**config.mk**
```make
export PLATFORM = sky130hd
export DESIGN_NAME = servo_pwm_bank
export DESIGN_NICKNAME = d
export VERILOG_FILES = /design/src/rtl/servo_pkg.sv /design/src/rtl/servo_pwm_channel.sv /design/src/rtl/servo_pwm_bank.sv
export SDC_FILE = /design/constraint.sdc
export NUM_CORES = 1
export LEC_CHECK = 0
export CORE_MARGIN = 8
export CORE_UTILIZATION = 25
export CTS_BUF_LIST = sky130_fd_sc_hd__clkbuf_4
export CTS_CLUSTER_DIAMETER = 30
export DETAILED_ROUTE_END_ITERATION = 12
export DONT_BUFFER_PORTS = 1
export MAX_ROUTING_LAYER = met4
export PLACE_DENSITY = 0.36
export SYNTH_ARGS = -nofsm -noshare
export SYNTH_HDL_FRONTEND = slang
export SYNTH_HIERARCHICAL = 1
export SYNTH_SLANG_ARGS = --single-unit
```
**constraint.sdc**
```tcl
create_clock -name clk -period 13.4 [get_ports clk]
set_input_delay 1.34 -clock clk [delete_from_list [all_inputs] [get_ports clk]]
set_output_delay 1.34 -clock clk [all_outputs]
set_load 0.01 [all_outputs]
```
**src/rtl/servo_pkg.sv**
```systemverilog
// Shared constants and arithmetic helpers for the servo PWM bank.
package servo_pkg;

    localparam int PERIOD_DEF    = 1000000;
    localparam int PULSE_MIN_DEF = 50000;
    localparam int PULSE_MAX_DEF = 100000;
    localparam int STEP_LSB_DEF  = 195;
    localparam int STEP_BIAS_DEF = 4;

    // Map a setpoint code linearly onto [pmin, pmax); result never exceeds pmax.
    function automatic longint sp_to_pulse(
        input longint code,
        input longint pmin,
        input longint pmax,
        input int     sp_w
    );
        return pmin + ((code * (pmax - pmin)) >> sp_w);
    endfunction

    // Saturate a signed pulse width into [lo, hi].
    function automatic longint clamp_pulse(
        input longint value,
        input longint lo,
        input longint hi
    );
        longint res;
        if (value < lo) begin
            res = lo;
        end else if (value > hi) begin
            res = hi;
        end else begin
            res = value;
        end
        return res;
    endfunction

endpackage

```
**src/rtl/servo_pwm_channel.sv**
```systemverilog
// One servo channel: working width, frame-aligned shadow, enable latch,
// per-frame step with saturation and the output comparator.
module servo_pwm_channel
    import servo_pkg::*;
#(
    parameter int DUTY_W    = 17,
    parameter int STEP_W    = 3,
    parameter int STEP_BIAS = STEP_BIAS_DEF,
    parameter int STEP_LSB  = STEP_LSB_DEF,
    parameter int PULSE_MIN = PULSE_MIN_DEF,
    parameter int PULSE_MAX = PULSE_MAX_DEF
) (
    input  logic              clk,
    input  logic              rst_n,
    input  logic              tick,
    input  logic              wr_hit,
    input  logic [DUTY_W-1:0] wr_pulse,
    input  logic [STEP_W-1:0] step_code,
    input  logic              ch_en,
    input  logic [DUTY_W-1:0] cnt_next,
    output logic [DUTY_W-1:0] work,
    output logic              pwm
);

    // Wide enough that work plus the largest signed step cannot wrap.
    localparam int SUM_W = DUTY_W + STEP_W + 9;
    localparam logic [DUTY_W-1:0] PULSE_MID = DUTY_W'((PULSE_MIN + PULSE_MAX) / 2);

    logic [DUTY_W-1:0]       work_r;
    logic [DUTY_W-1:0]       shadow_r;
    logic                    en_q_r;
    logic                    pwm_r;

    logic signed [SUM_W-1:0] sum_s;
    logic [DUTY_W-1:0]       stepped_s;
    logic [DUTY_W-1:0]       work_next_s;
    logic [DUTY_W-1:0]       shadow_next_s;
    logic                    en_next_s;
    logic                    pwm_next_s;

    // Stepped candidate: work + (step - bias) * lsb, saturated to the window.
    always_comb begin
        sum_s = signed'(SUM_W'(work_r))
              + (signed'(SUM_W'(step_code)) - signed'(SUM_W'(STEP_BIAS)))
              * signed'(SUM_W'(STEP_LSB));
        stepped_s = DUTY_W'(clamp_pulse(longint'(sum_s),
                                        longint'(PULSE_MIN),
                                        longint'(PULSE_MAX)));
    end

    // Next-state: a write beats the step; shadow/enable latch only at frame end.
    // The comparator uses next-state values so a new frame starts with its new width.
    always_comb begin
        work_next_s   = work_r;
        shadow_next_s = shadow_r;
        en_next_s     = en_q_r;
        if (wr_hit) begin
            work_next_s = wr_pulse;
        end else if (tick) begin
            work_next_s = stepped_s;
        end else begin
            work_next_s = work_r;
        end
        if (tick) begin
            shadow_next_s = work_next_s;
            en_next_s     = ch_en;
        end else begin
            shadow_next_s = shadow_r;
            en_next_s     = en_q_r;
        end
        pwm_next_s = en_next_s && (cnt_next < shadow_next_s);
    end

    // Channel state registers.
    always_ff @(posedge clk or negedge rst_n) begin
        if (!rst_n) begin
            work_r   <= PULSE_MID;
            shadow_r <= PULSE_MID;
            en_q_r   <= 1'b0;
            pwm_r    <= 1'b0;
        end else begin
            work_r   <= work_next_s;
            shadow_r <= shadow_next_s;
            en_q_r   <= en_next_s;
            pwm_r    <= pwm_next_s;
        end
    end

    assign work = work_r;
    assign pwm  = pwm_r;

endmodule

```
**src/rtl/servo_pwm_bank.sv**
```systemverilog
// Multi-channel hobby-servo PWM controller: shared frame counter, setpoint
// write decode with per-channel mirroring, one channel instance per servo.
module servo_pwm_bank
    import servo_pkg::*;
#(
    parameter int          N_CH        = 2,
    parameter int          PERIOD      = PERIOD_DEF,
    parameter int          PULSE_MIN   = PULSE_MIN_DEF,
    parameter int          PULSE_MAX   = PULSE_MAX_DEF,
    parameter int          SP_W        = 8,
    parameter int          STEP_W      = 3,
    parameter int          STEP_BIAS   = STEP_BIAS_DEF,
    parameter int          STEP_LSB    = STEP_LSB_DEF,
    parameter logic [15:0] INVERT_MASK = 16'b10,
    localparam int         WCH_W       = (N_CH > 1) ? $clog2(N_CH) : 1,
    localparam int         DUTY_W      = $clog2(PERIOD + 1)
) (
    input  logic                     clk,
    input  logic                     rst_n,
    input  logic                     wr_en,
    input  logic [WCH_W-1:0]         wr_ch,
    input  logic [SP_W-1:0]          wr_data,
    input  logic [N_CH*STEP_W-1:0]   step,
    input  logic [N_CH-1:0]          ch_en,
    output logic [N_CH-1:0]          pwm_out,
    output logic                     frame_tick,
    output logic [N_CH*DUTY_W-1:0]   duty
);

    localparam int CNT_W = $clog2(PERIOD);

    logic [CNT_W-1:0] cnt_r;
    logic             tick_r;
    logic [CNT_W-1:0] cnt_next_s;

    // Frame counter wraps after PERIOD-1.
    always_comb begin
        if (cnt_r == CNT_W'(PERIOD - 1)) begin
            cnt_next_s = CNT_W'(0);
        end else begin
            cnt_next_s = cnt_r + CNT_W'(1);
        end
    end

    // Counter and registered last-cycle-of-frame flag (aligned with cnt).
    always_ff @(posedge clk or negedge rst_n) begin
        if (!rst_n) begin
            cnt_r  <= CNT_W'(0);
            tick_r <= 1'b0;
        end else begin
            cnt_r  <= cnt_next_s;
            tick_r <= (cnt_next_s == CNT_W'(PERIOD - 1));
        end
    end

    assign frame_tick = tick_r;

    for (genvar c = 0; c < N_CH; c++) begin : g_ch
        logic [SP_W-1:0]   code_s;
        logic              wr_hit_s;
        logic [DUTY_W-1:0] wr_pulse_s;

        // Write decode: optional mirror of the code, then scale into the window.
        always_comb begin
            if (INVERT_MASK[c]) begin
                code_s = ~wr_data;
            end else begin
                code_s = wr_data;
            end
            wr_hit_s   = wr_en && (wr_ch == WCH_W'(c));
            wr_pulse_s = DUTY_W'(sp_to_pulse(longint'(code_s),
                                             longint'(PULSE_MIN),
                                             longint'(PULSE_MAX),
                                             SP_W));
        end

        servo_pwm_channel #(
            .DUTY_W    (DUTY_W),
            .STEP_W    (STEP_W),
            .STEP_BIAS (STEP_BIAS),
            .STEP_LSB  (STEP_LSB),
            .PULSE_MIN (PULSE_MIN),
            .PULSE_MAX (PULSE_MAX)
        ) u_ch (
            .clk       (clk),
            .rst_n     (rst_n),
            .tick      (tick_r),
            .wr_hit    (wr_hit_s),
            .wr_pulse  (wr_pulse_s),
            .step_code (step[c*STEP_W +: STEP_W]),
            .ch_en     (ch_en[c]),
            .cnt_next  (DUTY_W'(cnt_next_s)),
            .work      (duty[c*DUTY_W +: DUTY_W]),
            .pwm       (pwm_out[c])
        );
    end

endmodule
```
# Word-level counts from Yosys, hierarchy flattened
# Cells that the tools add are included.
[classes] mux=13 n_reduce_logical=4 multipliers=4 n_eq_ne=2 bitwise_logic=2 n_div=0 shift=0 magnitude_cmp=6 n_addsub=7
[op_table] op="20-bit two-way mux" count=11
[op_table] op="21-bit by 32-bit adder with 32-bit output" count=2
[op_table] op="32-bit by 18-bit > comparator with 1-bit output, second input constant" count=2
[op_table] op="32-bit by 17-bit less-than comparator with 1-bit output, second input constant" count=2
[op_table] op="32-bit by 9-bit multiplier with 32-bit output, second input constant" count=2
[op_table] op="20-bit == test, second input constant" count=2
[op_table] op="20-bit less-than comparator" count=2
[op_table] op="8-bit by 12-bit multiplier with 20-bit output, second input constant" count=2
[op_table] op="16-bit by 20-bit adder with 20-bit output, first input constant" count=1
[op_table] op="20-bit by 1-bit adder with 20-bit output, second input constant" count=1
[op_table] op="16-bit by 16-bit adder with 17-bit output, first input constant" count=1
[op_table] op="8-bit inverter" count=1
[op_table] op="3-bit by 3-bit subtractor with 4-bit output, second input constant" count=2
[op_table] op="1-bit logical AND" count=4
[op_table] op="1-bit two-way mux" count=2
[op_table] op="1-bit inverter" count=1
[totals] mem_bits_ro=0 ramBits=0 output_inout_bits=43 latch_bits=0 memories=0 input_bits=20 register_bits=105 elab_cells=48

# Depth between registers and ports, before layout
# Gate-level depths: netlist (run 1).
[depth] word_depth=11 depth_mapped=28

# Hierarchy
# The synthesis (run 1) kept the hierarchy.
[modules_own_cells] mod="servo_pwm_channel at g_ch[0].u_ch" cells_each=512 area_each_um2=4524.3 instances=1 seq_area_each_um2=1071.0
[modules_own_cells] mod="servo_pwm_bank" cells_each=482 area_each_um2=4446.8 instances=1 seq_area_each_um2=525.5
[modules_own_cells] mod="servo_pwm_channel at g_ch[1].u_ch" cells_each=486 area_each_um2=4326.6 instances=1 seq_area_each_um2=1071.0

# Worst setup path before layout (run 1)
# OpenSTA, ideal clock, no wires.
[synth_path] kind="input -> register" startpoint="in step[5]" endpoint="reg g_ch[1].u_ch.pwm_r" arrival_time_ns=6.615 path_slack_ns=6.659 stages=25 setup_time_ns=0.126 t_required_ns=13.274 path_buffers=1 path_cell_list="inv_1 > ha_1 > inv_1 > ha_1 > fa_1 > ha_1 > inv_1 > fa_1 > nand2b_1 > a211oi_2 > nor4_1 > or4b_1 > nand4b_1 > o211ai_2 > o2111ai_4 > buf_4 > nor3_1 > o22ai_1 > ha_1 > nand2_1 > nor3_1 > nand3_1 > nor3_1 > o41a_1 > nor3_2"
[synth_between] elab_chain_cells=11 elab_cells_between_ends=12 cone_classes="2 x add/sub; 1 x mul; 3 x order compare; 5 x mux; 1 x reduce/logical"
[synth_rtl] item="start, declared" line="servo_pwm_bank.sv:23" rtl="input logic [N_CH*STEP_W-1:0] step,"
[synth_rtl] item="3-bit by 3-bit subtractor with 4-bit output *" line="servo_pwm_channel.sv:44" rtl="+ (signed'(SUM_W'(step_code)) - signed'(SUM_W'(STEP_BIAS)))"
[synth_rtl] item="32-bit by 9-bit multiplier with 32-bit output *" line="servo_pwm_channel.sv:45" rtl="* signed'(SUM_W'(STEP_LSB));"
[synth_rtl] item="21-bit by 32-bit adder with 32-bit output *" line="servo_pwm_channel.sv:44"
[synth_rtl] item="32-bit by 18-bit > comparator with 1-bit output" line="servo_pkg.sv:29" rtl="end else if (value > hi) begin"
[synth_rtl] item="20-bit two-way mux" line="servo_pkg.sv:29"
[synth_rtl] item="20-bit two-way mux *" line="servo_pkg.sv:27" rtl="if (value < lo) begin"
[synth_rtl] item="20-bit two-way mux *" line="servo_pwm_channel.sv:59" rtl="end else if (tick) begin"
[synth_rtl] item="20-bit two-way mux *" line="servo_pwm_channel.sv:57" rtl="if (wr_hit) begin"
[synth_rtl] item="20-bit two-way mux *" line="servo_pwm_channel.sv:64" rtl="if (tick) begin"
[synth_rtl] item="20-bit less-than comparator *" line="servo_pwm_channel.sv:71" rtl="pwm_next_s = en_next_s && (cnt_next < shadow_next_s);"
[synth_rtl] item="1-bit logical AND *" line="servo_pwm_channel.sv:71"
[synth_rtl] item="named net g_ch[1].u_ch.pwm_next_s" line="servo_pwm_channel.sv:39" rtl="logic pwm_next_s;"
[synth_rtl] item="end signal, assigned" line="servo_pwm_channel.sv:85" rtl="pwm_r <= pwm_next_s;"
[synth_rtl] item="end, declared" line="servo_pwm_channel.sv:32" rtl="logic pwm_r;"
# Mark *: on every way through the listed nets, which the timed path passes. The rest lies on a longest branch.

# Worst setup path after layout (run 1)
# Ends and elaborated chain as after synthesis.

==> qor.yml, run 1 <==
status:
  status: "finished clean"
route:
  routed_wl_um: 41700
  drc: 0
  dr_total_vias: 11000
  drtIter0Drc: 676
  antenna_left: 0
  routed_via_density: 5.11
  wl_per_cell_um: 19.4
  firstDrtPassIters: 5
yosys:
  yosys_warnings: 6
  synth_edf_count: 0
  ys_async_sr_fraction: 1.00
  synth_seq_cells: 105
  synthesis.area_um2: 13300
  ys_top_cells_by_count: "ha_1, inv_1, nand2_1"
  yosys-top-cells-area: "ha_1, dfrtp_1, dfstp_2"
  synth.most_common_cell: "ha_1"
  synth_top_area_frac: 0.234
  synthFlopType: "dfrtp_1"
  synth_top_area_cell: "ha_1"
  synthCells: 1480
  synth.distinct_cells: 110
  synth_sequential_area_ratio: 0.201
  syn_area_per_cell_um2: 8.98
worst_setup_path:
  rr_startpoint: "g_ch[1].u_ch/work[7]$_DFF_PN1_"
  crit_fanout: 19
  worstPathRequired_ns: 13.76
  critPathKind: "in2reg"
  critical_path_arrival_ns: 7.56
  worstSetupStartpoint: "step[5]"
  endpoint_kind: "flop"
  start_kind: "input port"
finish:
  layout-drive-gt1-share: 0.0821
  area_growth_pct: 6.40
  design_area_um2: 14100
  fin_nets: 1758
clock_tree:
  post_cts_buffers: 0
  max-clock-path-buffers: 2
  cts_inserted_buffers: 9
  insertion_delay_ns: 0.48
  clkTransAtPathRegs_ns: 0.16
  cts_hold_buffers: 0
  htree_num_levels: 3
  cts_tree: "done"
  cts_root_buf: "clkbuf_4"
  cts.sinks: 105
  post_cts_resized: 0
sta:
  maxSlewViolCount: 0
  timing.fmax_mhz: 139
  relSlewSlack: 0.368
  rsz0062_at_grt: "no"
  timing.hold.ws_ns: 0.507
  hold_violations: 0
  setup_tns_ns: 0
  setup_viol: 0
  period_share: 0.537
  skew_ns: 0.0215
  period_needed_ns: 7.20
  tightest_slew_ns: 0.941
die:
  die_h_um: 247
  ios: 63
  rows: 84
  die_x_um: 247
  core-area_um2: 52600
  dieArea_um2: 60800
  initial_utilization: 0.253
hold_path:
  hold_class: "reg2reg"
  worstHoldStart: "g_ch[1].u_ch/shadow_r[0]$_DFF_PN0_"
grt:
  grt_pass1_wl_um: 65900
  grt_usage: 0.140
  first_global_vias: 10900
  grt-ovfl-total: 0
  grt_max_degree: 106
  antenna_found_initial: 1
placement:
  port_buffers: 0
  placed_area_um2: 14000
  gp_congestion: 0.807
  hpwlAfterDp_um: 34400
pwr:
  leakage_nw: 6.43
  ir_drop_mv: 0.0736
  p_per_area_nw_per_um2: 201
  total_power_w: 0.00284
job:
  drv_cap: 0
## sequential cells by signal, indices dropped and copies added (netlist names)
register,flops
g_ch.u_ch/work,40
cnt_r,20
g_ch.u_ch/en_q_r,2
g_ch.u_ch/pwm,2
frame_tick,1
g_ch.u_ch/shadow_r,40
## layout by cell type, fill, tap and decap left out, types with 38 or more instances in the layout
cell type  netlist  layout
a21o_1          40      40
a21oi_1         83      83
dfrtp_1         73      72
ha_1           249     249
inv_1          106     106
nand2_1        104     104
nor2_1          77      77
o21ai_0         52      52
xnor2_1         38      38
xor2_1          43      43
## power breakdown
part	total, W	internal [W]	switching (W)
logic	0.00215	0.000791	0.00136
registers	0.000511	0.000395	0.000117
clock network	0.000178	0.0000611	0.000117
total	0.00284	0.00125	0.00160
## per-stage QoR
step                      instances  utilization  setup slack [ns]
after global placement         2133        0.267              5.91
after global routing           2150        0.269              5.82
after CTS                      2149        0.269              6.28
after detailed placement       2133        0.267              5.71
final                          2150        0.269              6.20
after floorplan                1487            -              6.66
## worst paths after layout
path	slack (ns)	endpoint	cells after the start
max	6.20	g_ch[1].u_ch/pwm$_DFF_PN0_	24
min	0.51	g_ch[1].u_ch/shadow_r[0]$_DFF_PN0_	1
max reg2reg	7.16	g_ch[1].u_ch/pwm$_DFF_PN0_	22
min reg2reg	0.51	g_ch[1].u_ch/shadow_r[0]$_DFF_PN0_	1
max in group asynchronous	12.51	g_ch[0].u_ch/shadow_r[13]$_DFF_PN1_	0
min in group asynchronous	0.55	g_ch[1].u_ch/work[11]$_DFF_PN0_	0
## metal layers
| metal | vias up | wire (um) | GRT usage | part of all wire |
|---|---|---|---|---|
| met2 | 153 | 18400 | 0.214 | 0.44 |
| met4 | 0 | 245 | 0.0187 | 0.0059 |
| li1 | 5490 | - | - | - |
| met5 | - | 0 | - | 0 |
| met3 | 12 | 1160 | 0.0138 | 0.028 |
| met1 | 5332 | 21900 | 0.202 | 0.53 |
## cell families after synthesis
logic type,share of synthesized area
flops,0.201
other cells,0.000282
compound gates,0.248
buf+inv,0.0473
fa+ha+maj,0.284
simple gates,0.158
xor+xnor,0.0546
mux,0.00649
## critical path: stages
cell       delay, ns
inv_1           0.47
ha_1            0.35
inv_1           0.09
ha_1            0.25
fa_1            0.56
ha_1            0.19
inv_1           0.06
fa_1            0.39
nand2b_1        0.18
a211oi_2        0.36
nor4_1          0.09
or4b_1          0.60
nand4b_1        0.25
o211ai_2        0.26
o2111ai_4       0.38
nor3_1          0.35
o22ai_1         0.12
ha_1            0.31
nand2_1         0.05
nor3_1          0.29
nand3_1         0.16
nor3_1          0.21
o41a_1          0.18
nor3_2          0.05
## final cells by class
class	count	area, um^2
multi-input combinational	1227	10000
clock inverter	5	55.1
antenna	1	2.50
tap	688	861
sequential	105	2670
fill	5743	38400
clock buffer	11	82.6
inverter	108	405
timing repair buffer	5	37.5
Power figures use the tool's default switching activity.
==> run 2: changes to the inputs <==
==> constraint.sdc (replaced) <==
create_clock -name clk -period 6.9 [get_ports clk]
set_input_delay 0.69 -clock clk [delete_from_list [all_inputs] [get_ports clk]]
set_output_delay 0.69 -clock clk [all_outputs]
set_load 0.01 [all_outputs]
==> run 2 against run 1 <==
Setup slack worse by 5.6 ns; core utilization up 0.25 points; total power up 96%; clock skew up 0.0094 ns; sequential share of layout area down 0.17 points; die area unchanged; sequential power up 92%.
==> qor.yml, run 2 (synthesis results as in run 1) <==
grt:
  antenna_found_initial: 1  # unchanged
  grt_pass1_wl_um: 67100  # +1.7%
  grt-ovfl-total: 0  # unchanged
  grt_max_degree: 75  # -29%
  first_global_vias: 11100  # +2.2%
  grt_usage: 0.143  # +0.00359
finish:
  area_growth_pct: 7.37
  final_cell_mix: "ha_1, inv_1, nand2_1"
  final_common_cell: "ha_1"
  layout-drive-gt1-share: 0.0889  # +0.00674
  post-route-util: 0.272  # +0.00245
  fill_cells: 5692  # -0.89%
  fin_nets: 1771  # +0.74%
worst_setup_path:
  worst-path-buf-inv: 1  # -2
  cp_top_family: "simple AND/OR/NAND/NOR gates"
  worstPathRequired_ns: 7.30  # -6.46 ns
  critical_path_arrival_ns: 6.73  # -0.83 ns
  start_kind: "flop"
  critPathMostFrequentCell: "ha_1"
  crit_fanout: 13  # -6
  endpoint_kind: "flop"
  cp_slowest_stage_delay_ns: 0.63  # +0.03 ns
  critPathKind: "reg2reg"
  path_cells: "ha_1 > ha_1 > fa_1 > ha_1 > inv_1 > fa_1 > nand2b_1 > a211oi_2 > nor4_1 > or4b_1 > nand4b_1 > o211ai_2 > o2111ai_4 > nor3_1 > o22ai_1 > ha_1 > nand2_1 > nor3_1 > nand3_1 > nor3_1 > o41a_1 > nor3_2"
  slowest_stage: "dfrtp_1"
sta:
  setup_tns_ns: 0  # unchanged
  rsz0062_at_grt: "no"
  period_needed_ns: 6.34
  setup_viol: 0  # unchanged
  period_share: 0.918
  skew_ns: 0.0309  # +0.00940 ns
  timing.fmax_mhz: 158
  maxSlewViolCount: 0  # unchanged
  hold_violations: 0  # unchanged
  tightest_slew_ns: 1.03  # +0.0848 ns
  relSlewSlack: 0.314  # -0.0548
  setup_ws_ns: 0.563  # -5.64 ns
pwr:
  ir_drop_mv: 0.146  # +99%
  p_per_area_nw_per_um2: 391  # +95%
  leakage_nw: 6.50  # +1.1%
status:
  status: "finished clean"
route:
  drc: 0  # unchanged
  firstDrtPassIters: 5  # unchanged
  antenna_left: 0  # unchanged
  dr_total_vias: 11100  # +1.1%
  routed_wl_um: 43000  # +3.0%
  routed_via_density: 5.13  # +0.47%
  drtIter0Drc: 688  # +1.8%
  wl_per_cell_um: 19.9  # +2.3%
placement:
  gp_congestion: 0.816  # +1.2%
  port_buffers: 0  # unchanged
  dp_worst_setup_slack_ns: 0.0535  # -5.66 ns
  hpwlAfterDp_um: 35200  # +2.3%
die:
  initial_utilization: 0.253  # unchanged
  ios: 63  # unchanged
  die_x_um: 247  # unchanged
  core-area_um2: 52600  # unchanged
  die_h_um: 247  # unchanged
  dieArea_um2: 60800  # unchanged
  rows: 84  # unchanged
clock_tree:
  cts.sinks: 105  # unchanged
  max-clock-path-buffers: 2  # unchanged
  post_cts_resized: 0  # unchanged
  cts_tree: "done"
  clkTransAtPathRegs_ns: 0.18  # +0.02 ns
  insertion_delay_ns: 0.50  # +0.02 ns
  cts_root_buf: "clkbuf_4"
  cts_inserted_buffers: 9  # unchanged
  htree_num_levels: 3  # unchanged
hold_path:
  hold_class: "in2async"
job:
  drv_cap: 0  # unchanged
## run 2: metrics by stage
| stage | power, W | instances | hold slack [ns] | cell area, um^2 |
|---|---|---|---|---|
| 2_1_floorplan | 0.00400 | 1487 | 0.394 | 13300 |
| 3_3_place_gp | 0.00526 | 2143 | 0.410 | 14100 |
| 3_5_place_dp | 0.00524 | 2143 | 0.411 | 14100 |
| 4_1_cts | 0.00564 | 2162 | 0.0494 | 14300 |
| 5_1_grt | 0.00612 | 2163 | 0.0575 | 14300 |
| 6_report | 0.00558 | 2163 | 0.0684 | 14300 |
## run 2: cell type report
class	instances	area, um^2	area share
Clock buffer	10	75.1	0.00526
Clock inverter	6	58.8	0.00412
Multi-Input combinational cell	1227	10000	0.703
Sequential cell	105	2670	0.187
Antenna cell	1	2.50	0.000175
Inverter	108	405	0.0284
Timing Repair Buffer	18	170	0.0119
Tap cell	688	861	0.0603
## run 2: path summary, 6_finish.rpt
kind | startpoint | to | slack, ns | cells after the start
setup / recovery | g_ch[1].u_ch/work[1]$_DFF_PN0_ | g_ch[1].u_ch/pwm$_DFF_PN0_ | 0.56 | 22
hold reg to reg | g_ch[1].u_ch/shadow_r[0]$_DFF_PN0_ | g_ch[1].u_ch/shadow_r[0]$_DFF_PN0_ | 0.50 | 1
hold / removal | rst_n | cnt_r[13]$_DFF_PN0_ | 0.07 | 1
max in group asynchronous | rst_n | g_ch[0].u_ch/work[13]$_DFF_PN1_ | 5.97 | 1
min in group clk | ch_en[0] | g_ch[0].u_ch/en_q_r$_DFF_PN0_ | 0.36 | 1
setup reg to reg | g_ch[1].u_ch/work[1]$_DFF_PN0_ | g_ch[1].u_ch/pwm$_DFF_PN0_ | 0.56 | 22
## run 2: power by group
part           internal [W]  switching, W
combinational       0.00159       0.00267
sequential         0.000766      0.000217
clock              0.000113      0.000227
## run 2: routing by layer
layer / global-route usage / wire [um]
met3: 0.0135 / 1270
met2: 0.218 / 18800
met5: - / 0
met1: 0.207 / 22500
met4: 0.0249 / 430
## run 2: repair_timing
item | in CTS | in global routing
endpoints found under the hold margin | 74 | 0
buffers inserted | 0 | 0
hold buffers | 3 | 0
